File: src/rtl/address_translation_unit_pkg.sv
// Shared types for the address translation unit: FSM states, TLB entry layout
// and the page permission rule used on both the hit and walk paths.
package address_translation_unit_pkg;

    localparam int ATU_ENTRIES      = 8;
    localparam int ATU_LA_WIDTH     = 32;
    localparam int ATU_PA_WIDTH     = 32;
    localparam int ATU_OFFSET_WIDTH = 12;
    localparam int ATU_PAGE_WIDTH   = ATU_LA_WIDTH - ATU_OFFSET_WIDTH;
    localparam int ATU_FRAME_WIDTH  = ATU_PA_WIDTH - ATU_OFFSET_WIDTH;

    typedef enum logic [1:0] {
        ST_IDLE,
        ST_LOOKUP,
        ST_WALK,
        ST_RESPOND
    } atu_state_e;

    typedef struct packed {
        logic [ATU_PAGE_WIDTH-1:0]  page;
        logic [ATU_FRAME_WIDTH-1:0] frame;
        logic                       writable;
        logic                       user;
        logic                       valid;
    } tlb_entry_t;

    // Supervisor accesses never fault on the writable bit (no write-protect).
    function automatic logic perm_fault(input logic user_mode, input logic write,
                                        input logic writable, input logic page_user);
        return user_mode && (!page_user || (write && !writable));
    endfunction

endpackage

File: src/rtl/address_translation_unit_if.sv
// Request/response, invalidation and page-walker signals of the address translation unit.
// Handshakes: a request is taken when i_vaild=1 while o_busy=0; the walker completes a walk by
// pulsing i_walk_ready for one cycle while o_walk_vaild=1; o_done is a one-cycle result strobe.
interface address_translation_unit_if #(
    parameter int LA_WIDTH     = address_translation_unit_pkg::ATU_LA_WIDTH,
    parameter int PA_WIDTH     = address_translation_unit_pkg::ATU_PA_WIDTH,
    parameter int OFFSET_WIDTH = address_translation_unit_pkg::ATU_OFFSET_WIDTH
);
    import address_translation_unit_pkg::*;

    logic                             i_vaild;
    logic [LA_WIDTH-1:0]              i_linear_address;
    logic                             i_write_enable;
    logic                             i_user_mode;
    logic                             i_paging_enable;
    logic                             i_flush;
    logic                             i_invalidate_vaild;
    logic [LA_WIDTH-1:0]              i_invalidate_address;
    logic                             o_busy;
    logic                             o_done;
    logic [PA_WIDTH-1:0]              o_physical_address;
    logic                             o_page_fault;
    logic                             o_walk_vaild;
    logic [LA_WIDTH-1:0]              o_walk_linear_address;
    logic                             i_walk_ready;
    logic [PA_WIDTH-OFFSET_WIDTH-1:0] i_walk_frame;
    logic                             i_walk_writable;
    logic                             i_walk_user;
    logic                             i_walk_fault;
    atu_state_e                       dbg_state;

    modport master (
        output i_vaild, i_linear_address, i_write_enable, i_user_mode, i_paging_enable,
               i_flush, i_invalidate_vaild, i_invalidate_address,
               i_walk_ready, i_walk_frame, i_walk_writable, i_walk_user, i_walk_fault,
        input  o_busy, o_done, o_physical_address, o_page_fault,
               o_walk_vaild, o_walk_linear_address, dbg_state
    );

    modport slave (
        input  i_vaild, i_linear_address, i_write_enable, i_user_mode, i_paging_enable,
               i_flush, i_invalidate_vaild, i_invalidate_address,
               i_walk_ready, i_walk_frame, i_walk_writable, i_walk_user, i_walk_fault,
        output o_busy, o_done, o_physical_address, o_page_fault,
               o_walk_vaild, o_walk_linear_address, dbg_state
    );

endinterface

File: src/rtl/address_translation_unit_tlb.sv
// Fully associative TLB: entry storage, page match, victim selection and round-robin pointer.
module translation_lookaside_buffer
    import address_translation_unit_pkg::*;
#(
    parameter int ENTRIES = ATU_ENTRIES
) (
    input  logic                      clock,
    input  logic                      reset,
    input  logic [ATU_PAGE_WIDTH-1:0] lookup_page,
    output logic                      hit,
    output tlb_entry_t                hit_entry,
    input  logic                      fill_en,
    input  tlb_entry_t                fill_entry,
    input  logic                      flush,
    input  logic                      inv_en,
    input  logic [ATU_PAGE_WIDTH-1:0] inv_page
);
    localparam int IDX_WIDTH = $clog2(ENTRIES);

    tlb_entry_t           entries [ENTRIES];
    logic [IDX_WIDTH-1:0] rr_ptr;
    logic [IDX_WIDTH-1:0] victim;
    logic                 have_free;
    tlb_entry_t           fill_data;

    always_comb begin
        hit       = 1'b0;
        hit_entry = '0;
        for (int i = 0; i < ENTRIES; i++) begin
            if (!hit && entries[i].valid && entries[i].page == lookup_page) begin
                hit       = 1'b1;
                hit_entry = entries[i];
            end
        end
    end

    // Scan downward so the lowest-index free slot is the one that sticks.
    always_comb begin
        have_free = 1'b0;
        victim    = rr_ptr;
        for (int i = ENTRIES - 1; i >= 0; i--) begin
            if (!entries[i].valid) begin
                have_free = 1'b1;
                victim    = IDX_WIDTH'(i);
            end
        end
    end

    // A fill racing a flush or a matching invalidate lands as an invalid entry.
    always_comb begin
        fill_data       = fill_entry;
        fill_data.valid = !flush && !(inv_en && fill_entry.page == inv_page);
    end

    always_ff @(posedge clock or negedge reset) begin
        if (!reset) begin
            for (int i = 0; i < ENTRIES; i++) entries[i] <= '0;
            rr_ptr <= '0;
        end else begin
            for (int i = 0; i < ENTRIES; i++) begin
                if (inv_en && entries[i].page == inv_page) entries[i].valid <= 1'b0;
            end
            if (fill_en) entries[victim] <= fill_data;
            if (flush) begin
                for (int i = 0; i < ENTRIES; i++) entries[i].valid <= 1'b0;
                rr_ptr <= '0;
            end else if (fill_en && !have_free) begin
                rr_ptr <= rr_ptr + 1'b1;
            end
        end
    end

endmodule

File: src/rtl/address_translation_unit.sv
// Linear-to-physical translation: request FSM around a fully associative TLB,
// falling back to an external page walker on a miss.
module address_translation_unit
    import address_translation_unit_pkg::*;
#(
    parameter int ENTRIES      = ATU_ENTRIES,
    parameter int LA_WIDTH     = ATU_LA_WIDTH,
    parameter int PA_WIDTH     = ATU_PA_WIDTH,
    parameter int OFFSET_WIDTH = ATU_OFFSET_WIDTH
) (
    input logic                       clock,
    input logic                       reset,
    address_translation_unit_if.slave bus
);
    atu_state_e          state;
    logic [LA_WIDTH-1:0] req_la;
    logic                req_write;
    logic                req_user;
    logic                tlb_hit;
    tlb_entry_t          tlb_hit_entry;
    logic                fill_en;
    tlb_entry_t          fill_entry;
    logic                hit_fault;
    logic                walk_fault;

    assign hit_fault  = perm_fault(req_user, req_write, tlb_hit_entry.writable, tlb_hit_entry.user);
    assign walk_fault = bus.i_walk_fault
                        || perm_fault(req_user, req_write, bus.i_walk_writable, bus.i_walk_user);
    // Permission-faulting pages are still cached; only a failed walk leaves nothing to cache.
    assign fill_en    = (state == ST_WALK) && bus.i_walk_ready && !bus.i_walk_fault;
    assign bus.dbg_state = state;

    always_comb begin
        fill_entry          = '0;
        fill_entry.page     = req_la[LA_WIDTH-1:OFFSET_WIDTH];
        fill_entry.frame    = bus.i_walk_frame;
        fill_entry.writable = bus.i_walk_writable;
        fill_entry.user     = bus.i_walk_user;
        fill_entry.valid    = 1'b1;
    end

    translation_lookaside_buffer #(.ENTRIES(ENTRIES)) u_tlb (
        .clock      (clock),
        .reset      (reset),
        .lookup_page(req_la[LA_WIDTH-1:OFFSET_WIDTH]),
        .hit        (tlb_hit),
        .hit_entry  (tlb_hit_entry),
        .fill_en    (fill_en),
        .fill_entry (fill_entry),
        .flush      (bus.i_flush),
        .inv_en     (bus.i_invalidate_vaild),
        .inv_page   (bus.i_invalidate_address[LA_WIDTH-1:OFFSET_WIDTH])
    );

    always_ff @(posedge clock or negedge reset) begin
        if (!reset) begin
            state                     <= ST_IDLE;
            req_la                    <= '0;
            req_write                 <= 1'b0;
            req_user                  <= 1'b0;
            bus.o_busy                <= 1'b0;
            bus.o_done                <= 1'b0;
            bus.o_page_fault          <= 1'b0;
            bus.o_physical_address    <= '0;
            bus.o_walk_vaild          <= 1'b0;
            bus.o_walk_linear_address <= '0;
        end else begin
            bus.o_done <= 1'b0;
            case (state)
                ST_IDLE: begin
                    if (bus.i_vaild) begin
                        req_la     <= bus.i_linear_address;
                        req_write  <= bus.i_write_enable;
                        req_user   <= bus.i_user_mode;
                        bus.o_busy <= 1'b1;
                        if (bus.i_paging_enable) begin
                            state <= ST_LOOKUP;
                        end else begin
                            state                  <= ST_RESPOND;
                            bus.o_done             <= 1'b1;
                            bus.o_page_fault       <= 1'b0;
                            bus.o_physical_address <= PA_WIDTH'(bus.i_linear_address);
                        end
                    end
                end
                ST_LOOKUP: begin
                    if (tlb_hit) begin
                        state                  <= ST_RESPOND;
                        bus.o_done             <= 1'b1;
                        bus.o_page_fault       <= hit_fault;
                        bus.o_physical_address <= hit_fault ? '0
                                                  : {tlb_hit_entry.frame, req_la[OFFSET_WIDTH-1:0]};
                    end else begin
                        state                     <= ST_WALK;
                        bus.o_walk_vaild          <= 1'b1;
                        bus.o_walk_linear_address <= req_la;
                    end
                end
                ST_WALK: begin
                    if (bus.i_walk_ready) begin
                        state                  <= ST_RESPOND;
                        bus.o_walk_vaild       <= 1'b0;
                        bus.o_done             <= 1'b1;
                        bus.o_page_fault       <= walk_fault;
                        bus.o_physical_address <= walk_fault ? '0
                                                  : {bus.i_walk_frame, req_la[OFFSET_WIDTH-1:0]};
                    end
                end
                ST_RESPOND: begin
                    state      <= ST_IDLE;
                    bus.o_busy <= 1'b0;
                end
                default: state <= ST_IDLE;
            endcase
        end
    end

endmodule

File: src/flat_wrapper.sv
// flat-port wrapper written by rule: the top's interface ports become plain ports
module address_translation_unit_flat import address_translation_unit_pkg::*;
#(
    parameter int ENTRIES      = ATU_ENTRIES,
    parameter int LA_WIDTH     = ATU_LA_WIDTH,
    parameter int PA_WIDTH     = ATU_PA_WIDTH,
    parameter int OFFSET_WIDTH = ATU_OFFSET_WIDTH
)
  (clock, reset, bus_i_vaild, bus_i_linear_address, bus_i_write_enable, bus_i_user_mode, bus_i_paging_enable, bus_i_flush, bus_i_invalidate_vaild, bus_i_invalidate_address, bus_i_walk_ready, bus_i_walk_frame, bus_i_walk_writable, bus_i_walk_user, bus_i_walk_fault, bus_o_busy, bus_o_done, bus_o_physical_address, bus_o_page_fault, bus_o_walk_vaild, bus_o_walk_linear_address, bus_dbg_state);
  address_translation_unit_if #(.LA_WIDTH(LA_WIDTH), .PA_WIDTH(PA_WIDTH), .OFFSET_WIDTH(OFFSET_WIDTH)) bus_i ();
  input logic clock;
  input logic reset;
  input wire logic [$bits(bus_i.i_vaild)-1:0] bus_i_vaild;
  input wire logic [$bits(bus_i.i_linear_address)-1:0] bus_i_linear_address;
  input wire logic [$bits(bus_i.i_write_enable)-1:0] bus_i_write_enable;
  input wire logic [$bits(bus_i.i_user_mode)-1:0] bus_i_user_mode;
  input wire logic [$bits(bus_i.i_paging_enable)-1:0] bus_i_paging_enable;
  input wire logic [$bits(bus_i.i_flush)-1:0] bus_i_flush;
  input wire logic [$bits(bus_i.i_invalidate_vaild)-1:0] bus_i_invalidate_vaild;
  input wire logic [$bits(bus_i.i_invalidate_address)-1:0] bus_i_invalidate_address;
  input wire logic [$bits(bus_i.i_walk_ready)-1:0] bus_i_walk_ready;
  input wire logic [$bits(bus_i.i_walk_frame)-1:0] bus_i_walk_frame;
  input wire logic [$bits(bus_i.i_walk_writable)-1:0] bus_i_walk_writable;
  input wire logic [$bits(bus_i.i_walk_user)-1:0] bus_i_walk_user;
  input wire logic [$bits(bus_i.i_walk_fault)-1:0] bus_i_walk_fault;
  output wire logic [$bits(bus_i.o_busy)-1:0] bus_o_busy;
  output wire logic [$bits(bus_i.o_done)-1:0] bus_o_done;
  output wire logic [$bits(bus_i.o_physical_address)-1:0] bus_o_physical_address;
  output wire logic [$bits(bus_i.o_page_fault)-1:0] bus_o_page_fault;
  output wire logic [$bits(bus_i.o_walk_vaild)-1:0] bus_o_walk_vaild;
  output wire logic [$bits(bus_i.o_walk_linear_address)-1:0] bus_o_walk_linear_address;
  output wire logic [$bits(bus_i.dbg_state)-1:0] bus_dbg_state;
  assign bus_i.i_vaild = bus_i_vaild;
  assign bus_i.i_linear_address = bus_i_linear_address;
  assign bus_i.i_write_enable = bus_i_write_enable;
  assign bus_i.i_user_mode = bus_i_user_mode;
  assign bus_i.i_paging_enable = bus_i_paging_enable;
  assign bus_i.i_flush = bus_i_flush;
  assign bus_i.i_invalidate_vaild = bus_i_invalidate_vaild;
  assign bus_i.i_invalidate_address = bus_i_invalidate_address;
  assign bus_i.i_walk_ready = bus_i_walk_ready;
  assign bus_i.i_walk_frame = bus_i_walk_frame;
  assign bus_i.i_walk_writable = bus_i_walk_writable;
  assign bus_i.i_walk_user = bus_i_walk_user;
  assign bus_i.i_walk_fault = bus_i_walk_fault;
  assign bus_o_busy = bus_i.o_busy;
  assign bus_o_done = bus_i.o_done;
  assign bus_o_physical_address = bus_i.o_physical_address;
  assign bus_o_page_fault = bus_i.o_page_fault;
  assign bus_o_walk_vaild = bus_i.o_walk_vaild;
  assign bus_o_walk_linear_address = bus_i.o_walk_linear_address;
  assign bus_dbg_state = bus_i.dbg_state;
  address_translation_unit #(.ENTRIES(ENTRIES), .LA_WIDTH(LA_WIDTH), .PA_WIDTH(PA_WIDTH), .OFFSET_WIDTH(OFFSET_WIDTH)) u_core (.clock(clock), .reset(reset), .bus(bus_i));
endmodule
File: config.mk
export PLATFORM = sky130hd
export DESIGN_NAME = address_translation_unit_flat
export DESIGN_NICKNAME = d
export VERILOG_FILES = /design/src/rtl/address_translation_unit_pkg.sv /design/src/rtl/address_translation_unit_if.sv /design/src/rtl/address_translation_unit_tlb.sv /design/src/rtl/address_translation_unit.sv /design/src/flat_wrapper.sv
export SDC_FILE = /design/constraint.sdc
export NUM_CORES = 1
export LEC_CHECK = 0
export CAP_MARGIN = 20
export CORE_UTILIZATION = 35
export CTS_CLUSTER_SIZE = 20
export DETAILED_ROUTE_END_ITERATION = 7
export HOLD_SLACK_MARGIN = 0.12
export SLEW_MARGIN = 20
export SYNTH_ARGS = -nofsm -noshare
export SYNTH_HDL_FRONTEND = slang
export SYNTH_HIERARCHICAL = 1
export SYNTH_SLANG_ARGS = --single-unit
File: constraint.sdc
create_clock -name clock -period 4.88 [get_ports clock]
set_input_delay 0.732 -clock clock [delete_from_list [all_inputs] [get_ports clock]]
set_output_delay 0.732 -clock clock [all_outputs]
set_load 0.005 [all_outputs]
==> results of run 1 <==
==> power by group through the flow <==
| stage | registers [mW] | clock network (mW) | logic [mW] |
|---|---|---|---|
| after floorplan | 4.96 | 0 | 3.13 |
| after global placement | 5.35 | 0 | 4.97 |
| after detailed placement | 5.37 | 0 | 5.04 |
| after CTS | 5.31 | 4.15 | 5.07 |
| after global routing | 5.41 | 4.29 | 5.40 |
| final | 5.32 | 4.06 | 5.05 |
==> metrics by stage <==
step,cell area [um^2],hold slack (ns),setup slack [ns],total power [mW]
after global placement,26250,0.4691,0.4745,10.32
after detailed placement,26250,0.4755,0.4151,10.41
after global routing,28050,0.2679,0.2072,15.10
after floorplan,23580,0.4364,1.468,8.088
after CTS,28050,0.2607,0.3964,14.53
final,28050,0.2193,0.2879,14.44
==> sequential cells by signal, indices dropped and copies added, names as in the netlist <==
signal,cells
u_core/req_write,1
u_core/req_la,32
u_core/bus.o_done,1
u_core/bus.o_walk_vaild,1
u_core/bus.o_page_fault,1
u_core/bus.o_walk_linear_address,32
u_core/bus.o_physical_address,32
u_core/u_tlb/entries,344
u_core/u_tlb/rr_ptr,3
u_core/bus.o_busy,1
u_core/req_user,1
u_core/bus.dbg_state,2
==> cell type report <==
| type | instances | share of cell area |
|---|---|---|
| multi-input combinational | 1350 | 0.4059 |
| sequential | 451 | 0.4024 |
| timing repair buffer | 256 | 0.08547 |
| clock buffer | 76 | 0.05429 |
| tap | 864 | 0.03854 |
| clock inverter | 20 | 0.009680 |
| inverter | 27 | 0.003613 |
| antenna | 1 | 0.00008922 |
==> layout by cell type, fill, tap and decap left out, drive strengths merged, types with 8 or more instances in the layout <==
master and n:
a21oi 55, a221oi 20, buf 104, clkbuf 76, clkdlybuf4s50 152, clkinv 12, dfrtp 451, inv 29
mux2 402, nand2 80, nand3 63, nand4 61, nor2 50, nor3 11, nor4 39, o2111a 16
o211ai 19, o21ai 88, o221ai 17, o22ai 17, or3 8, xnor2 235, xor2 107
==> metal layers <==
metal	vias up	part of all wire
li1	7358	-
met1	8779	0.44
met2	527	0.48
met3	127	0.060
met4	6	0.024
met5	-	0.00051
==> path summary, 6_finish.rpt <==
check | start | end | slack, ns | cells after the start
min | reset | u_core/u_tlb/entries[211] | 0.22 | 1
max reg2reg | u_core/req_la[14] | u_core/bus.o_physical_address[9] | 0.29 | 11
max in group asynchronous | reset | u_core/bus.o_walk_linear_address[0] | 3.53 | 2
min reg2reg | u_core/bus.o_page_fault | u_core/bus.o_page_fault | 0.48 | 2
min in group clock | u_core/bus.o_page_fault | u_core/bus.o_page_fault | 0.48 | 2
max | u_core/req_la[14] | u_core/bus.o_physical_address[9] | 0.29 | 11
==> worst max-delay path, stage by stage, from the launching register on <==
cell	delay, ns
dfrtp_1	0.86
buf_4	0.27
xnor2_1	0.15
nand4_1	0.11
nor4_1	0.39
nand4_1	0.33
or4b_1	0.73
o22ai_2	0.25
o221a_2	0.78
buf_4	0.35
o211ai_1	0.10
a21oi_1	0.18
==> flow_metrics.tcl, run 1 <==
set metrics [dict create \
    antenna_found_initial 3 \
    post_cts_buffers 0 \
    wire_per_inst_um 23.81 \
    wl_um 72500 \
    synthesis.area_um2 23580 \
    power_switching_mw 5.093 \
    syn_to_final_growth_pct 18.96 \
    core_area_um2 66220 \
    finalCritPeriodShare 0.9410 \
    fin_crit_ns 4.592 \
    finalHoldViolations 0 \
    clock_path_buffers 3 \
    grt_pass1_wl_um 108900 \
    fin_tns_setup_ns 0 \
    vias_per_cell 5.516 \
    p_per_area_nw_per_um2 514.8 \
    worst_setup_path_end_kind "flip-flop" \
    drcViolationCount 0 \
    h-tree-depth 2 \
    cp.arrival_ns 5.11 \
    busiest_layer "met2" \
    multi_input_area_um2 11390 \
    leakagePower_nw 12.13 \
    num-fill-cells 6135 \
    initial_utilization 0.3561 \
    dp.final_hpwl_um 48640 \
    die_h_um 261.5 \
    port_buffers 153 \
    final_cells 3045 \
    cts_resized 0 \
    first_iter_violations 1284 \
    max_slew.worst_pin.slew_ns 1.115 \
    p_int_mw 9.345 \
    gr-total-overflow 0 \
    max_freq_mhz 217.8 \
    dp_cells 2948 \
    maxSlewHeadroom 0.2539 \
    place_congestion 0.8822 \
    syn_avg_cell_area_um2 11.75 \
    drv_cap 0 \
    ir_worst_vdd_v 0.0003416 \
    cts_tree "yes" \
    grt_use_met2 0.3461 \
    drt-pass1-iter-count 5 \
    outcome "finished, final reports clean" \
    die_w_um 261.5 \
    syn-num-nets 2109 \
    slew_violations 0 \
    grt_start_max_net_pins 109 \
    cts_made_buffers 52 \
    setup_viol 0 \
    seqCellArea_um2 11290 \
    vias 16800 \
    grt_pass1_vias 17190 \
    rsz0062_at_grt "no" \
    clkLatencyLatePin_ns 0.61 \
    numClockSinks 451 \
    grt_use_total 0.2117 \
    drive_gt1_frac 0.2986 \
    finalNetCount 2240 \
    cp-start-kind "flip-flop" \
    ios 166 \
    clockPowerShare 0.281 \
    clk_pin_slew_ns 0.06 \
    design.die.area_um2 68410 \
    synth_cells 2007 \
    p_sw_frac 0.3528 \
    clock-root-buffer "clkbuf_16" \
    finalClockSkew_ns 0.02446 \
    rows 94 \
    grtUsageMet1 0.2901 \
    share_comb_of_total_power 0.350 \
    crit_fanout 21 \
    path_class "flip-flop to flip-flop" \
    antenna_left 0 \
    sequentialPowerShare 0.369 \
    final_util 0.4236 \
    hold_class "input port to async pin" \
    required_ns 5.40 \
    yosysWarnings 6 \
    ctsHoldBuffers 0 \
    grtUsageMet3 0.03242 \
]
No activity file was read; power rests on OpenSTA's default activity.
==> inputs of run 2 (changes only) <==
--- a/config.mk
+++ b/config.mk
@@ -7,6 +7,7 @@
 export LEC_CHECK = 0
 export CAP_MARGIN = 20
 export CORE_UTILIZATION = 35
+export CTS_BUF_LIST = sky130_fd_sc_hd__clkbuf_16
 export CTS_CLUSTER_SIZE = 20
 export DETAILED_ROUTE_END_ITERATION = 7
 export HOLD_SLACK_MARGIN = 0.12
==> run 2 against run 1 <==
  * Fmax is 0.15% lower
  * Non-clock buffer count unchanged
  * Global-route usage barely moved
  * Clock skew is 0.0049 ns higher
  * Clock power shrank 5%
  * Critical path depth did not move
  * Setup slack worse by 0.0068 ns
  * Sequential power about the same
  * Design area is 0.39% lower
  * Via count down 0.42%
  * First-iteration DRC count down 2.8%
  * Die area is the same
==> flow_metrics.tcl, run 2 (synthesis gave the netlist of run 1 again) <==
set metrics [dict create \
    outcome "finished, final reports clean" \
    final_cells 3045 \
    fin_tns_setup_ns 0 \
    r2r-end "u_core/bus.o_physical_address[9]" \
    grt_start_max_net_pins 109 \
    vias 16730 \
    crit_fanout 21 \
    cts_made_buffers 52 \
    regMostFlops "u_core/u_tlb/entries" \
    clock-root-buffer "clkbuf_16" \
    drcViolationCount 0 \
    numClockSinks 451 \
    drv_cap 0 \
    clkLatencyLatePin_ns 0.62 \
    die_w_um 261.5 \
    wl_um 72420 \
    first_iter_violations 1248 \
    regToRegStartpoint "u_core/req_la[14]" \
    clk_pin_slew_ns 0.06 \
    setup_viol 0 \
    slew_violations 0 \
    antenna_left 0 \
    max_slew.worst_pin.slew_ns 1.123 \
    finalCritPeriodShare 0.9424 \
    rsz0062_at_grt "no" \
    drt-pass1-iter-count 5 \
    required_ns 5.41 \
    worst_setup_path_end_kind "flip-flop" \
    grt_use_total 0.2119 \
    h-tree-depth 2 \
    ir_worst_vdd_v 0.0003424 \
    finalNetCount 2240 \
    path_class "flip-flop to flip-flop" \
    final_cell_mix "451 x dfrtp_1, 402 x mux2_2, 235 x xnor2_1, 152 x clkdlybuf4s50_1, 107 x xor2_1" \
    antenna_found_initial 3 \
    max_freq_mhz 217.4 \
    vias_per_cell 5.493 \
    largest_reg_flops 344 \
    initial_utilization 0.3561 \
    grt_pass1_vias 17220 \
    cp-start-kind "flip-flop" \
    cp.arrival_ns 5.12 \
    finalHoldViolations 0 \
    rows 94 \
    dp.final_hpwl_um 48640 \
    clock_path_buffers 3 \
    ctsHoldBuffers 0 \
    core_area_um2 66220 \
    wire_per_inst_um 23.78 \
    finalClockSkew_ns 0.02937 \
    power_mw 14.25 \
    drive_gt1_frac 0.2936 \
    p_per_area_nw_per_um2 510.0 \
    hold_class "input port to async pin" \
    grt_pass1_wl_um 109000 \
    design.die.area_um2 68410 \
    final_common_cell "dfrtp_1" \
    ios 166 \
    place_congestion 0.8822 \
    maxSlewHeadroom 0.2485 \
    leakagePower_nw 12.12 \
    cts_resized 0 \
    gr-total-overflow 0 \
    port_buffers 153 \
    die_h_um 261.5 \
    fin_crit_ns 4.599 \
    post_cts_buffers 0 \
    rrSetupSlack_ns 0.28 \
    dp_cells 2948 \
    rr_worst_depth 11 \
    syn_to_final_growth_pct 18.49 \
    cts_tree "yes" \
]
[run 2: layer usage]
metal / wire, um / track usage / vias up
met1: 32040 / 0.2902 / 8696
met5: 37 / 0 / -
met2: 34450 / 0.3458 / 523
met3: 3995 / 0.03242 / 135
met4: 1906 / 0.06121 / 6
li1: - / - / 7366
[run 2: power by group]
part / switching (mW) / internal [mW] / total [mW]
registers: 0.850 / 4.47 / 5.32
clock network: 1.63 / 2.24 / 3.87
logic: 2.62 / 2.44 / 5.06
total: 5.10 / 9.15 / 14.2
[run 2: worst max-delay path by stage]
| stage | start | end | cells past startpoint |
|---|---|---|---|
| final | u_core/req_la[14] | u_core/bus.o_physical_address[9] | 11 |
| after global routing | u_core/req_la[17] | u_core/bus.o_physical_address[1] | 11 |
| after CTS | u_core/req_la[18] | u_core/bus.o_physical_address[9] | 14 |
| after detailed placement | u_core/req_la[18] | u_core/bus.o_physical_address[9] | 14 |
| after global placement | u_core/req_la[18] | u_core/bus.o_physical_address[11] | 14 |
| after floorplan | u_core/req_la[22] | u_core/bus.o_physical_address[19] | 16 |
[run 2: cell type report]
class                      count  area [um^2]
antenna                        1        2.502
clock buffer                  53         1326
clock inverter                43        357.8
fill                        6158        38280
inverter                      27        101.3
multi-input combinational   1350        11390
sequential                   451        11290
tap                          864         1081
timing repair buffer         256         2397
[run 2: per-stage QoR]
stage	hold WS (ns)	util	area, um^2	worst slack [ns]
finish	0.2235	0.4219	27940	0.2811
global route	0.2679	0.4219	27940	0.2027
CTS	0.2607	0.4219	27940	0.3964
detailed placement	0.4755	0.3965	26250	0.4151
global placement	0.4691	0.3965	26250	0.4745
floorplan	0.4364	-	23580	1.468
[run 2: worst max-delay path, stage by stage, from the launching register on]
cell and delay (ns):
dfrtp_1 0.85, buf_4 0.26, xnor2_1 0.15, nand4_1 0.12, nor4_1 0.39, nand4_1 0.32, or4b_1 0.73, o22ai_2 0.25
o221a_2 0.78, buf_4 0.35, o211ai_1 0.11, a21oi_1 0.18
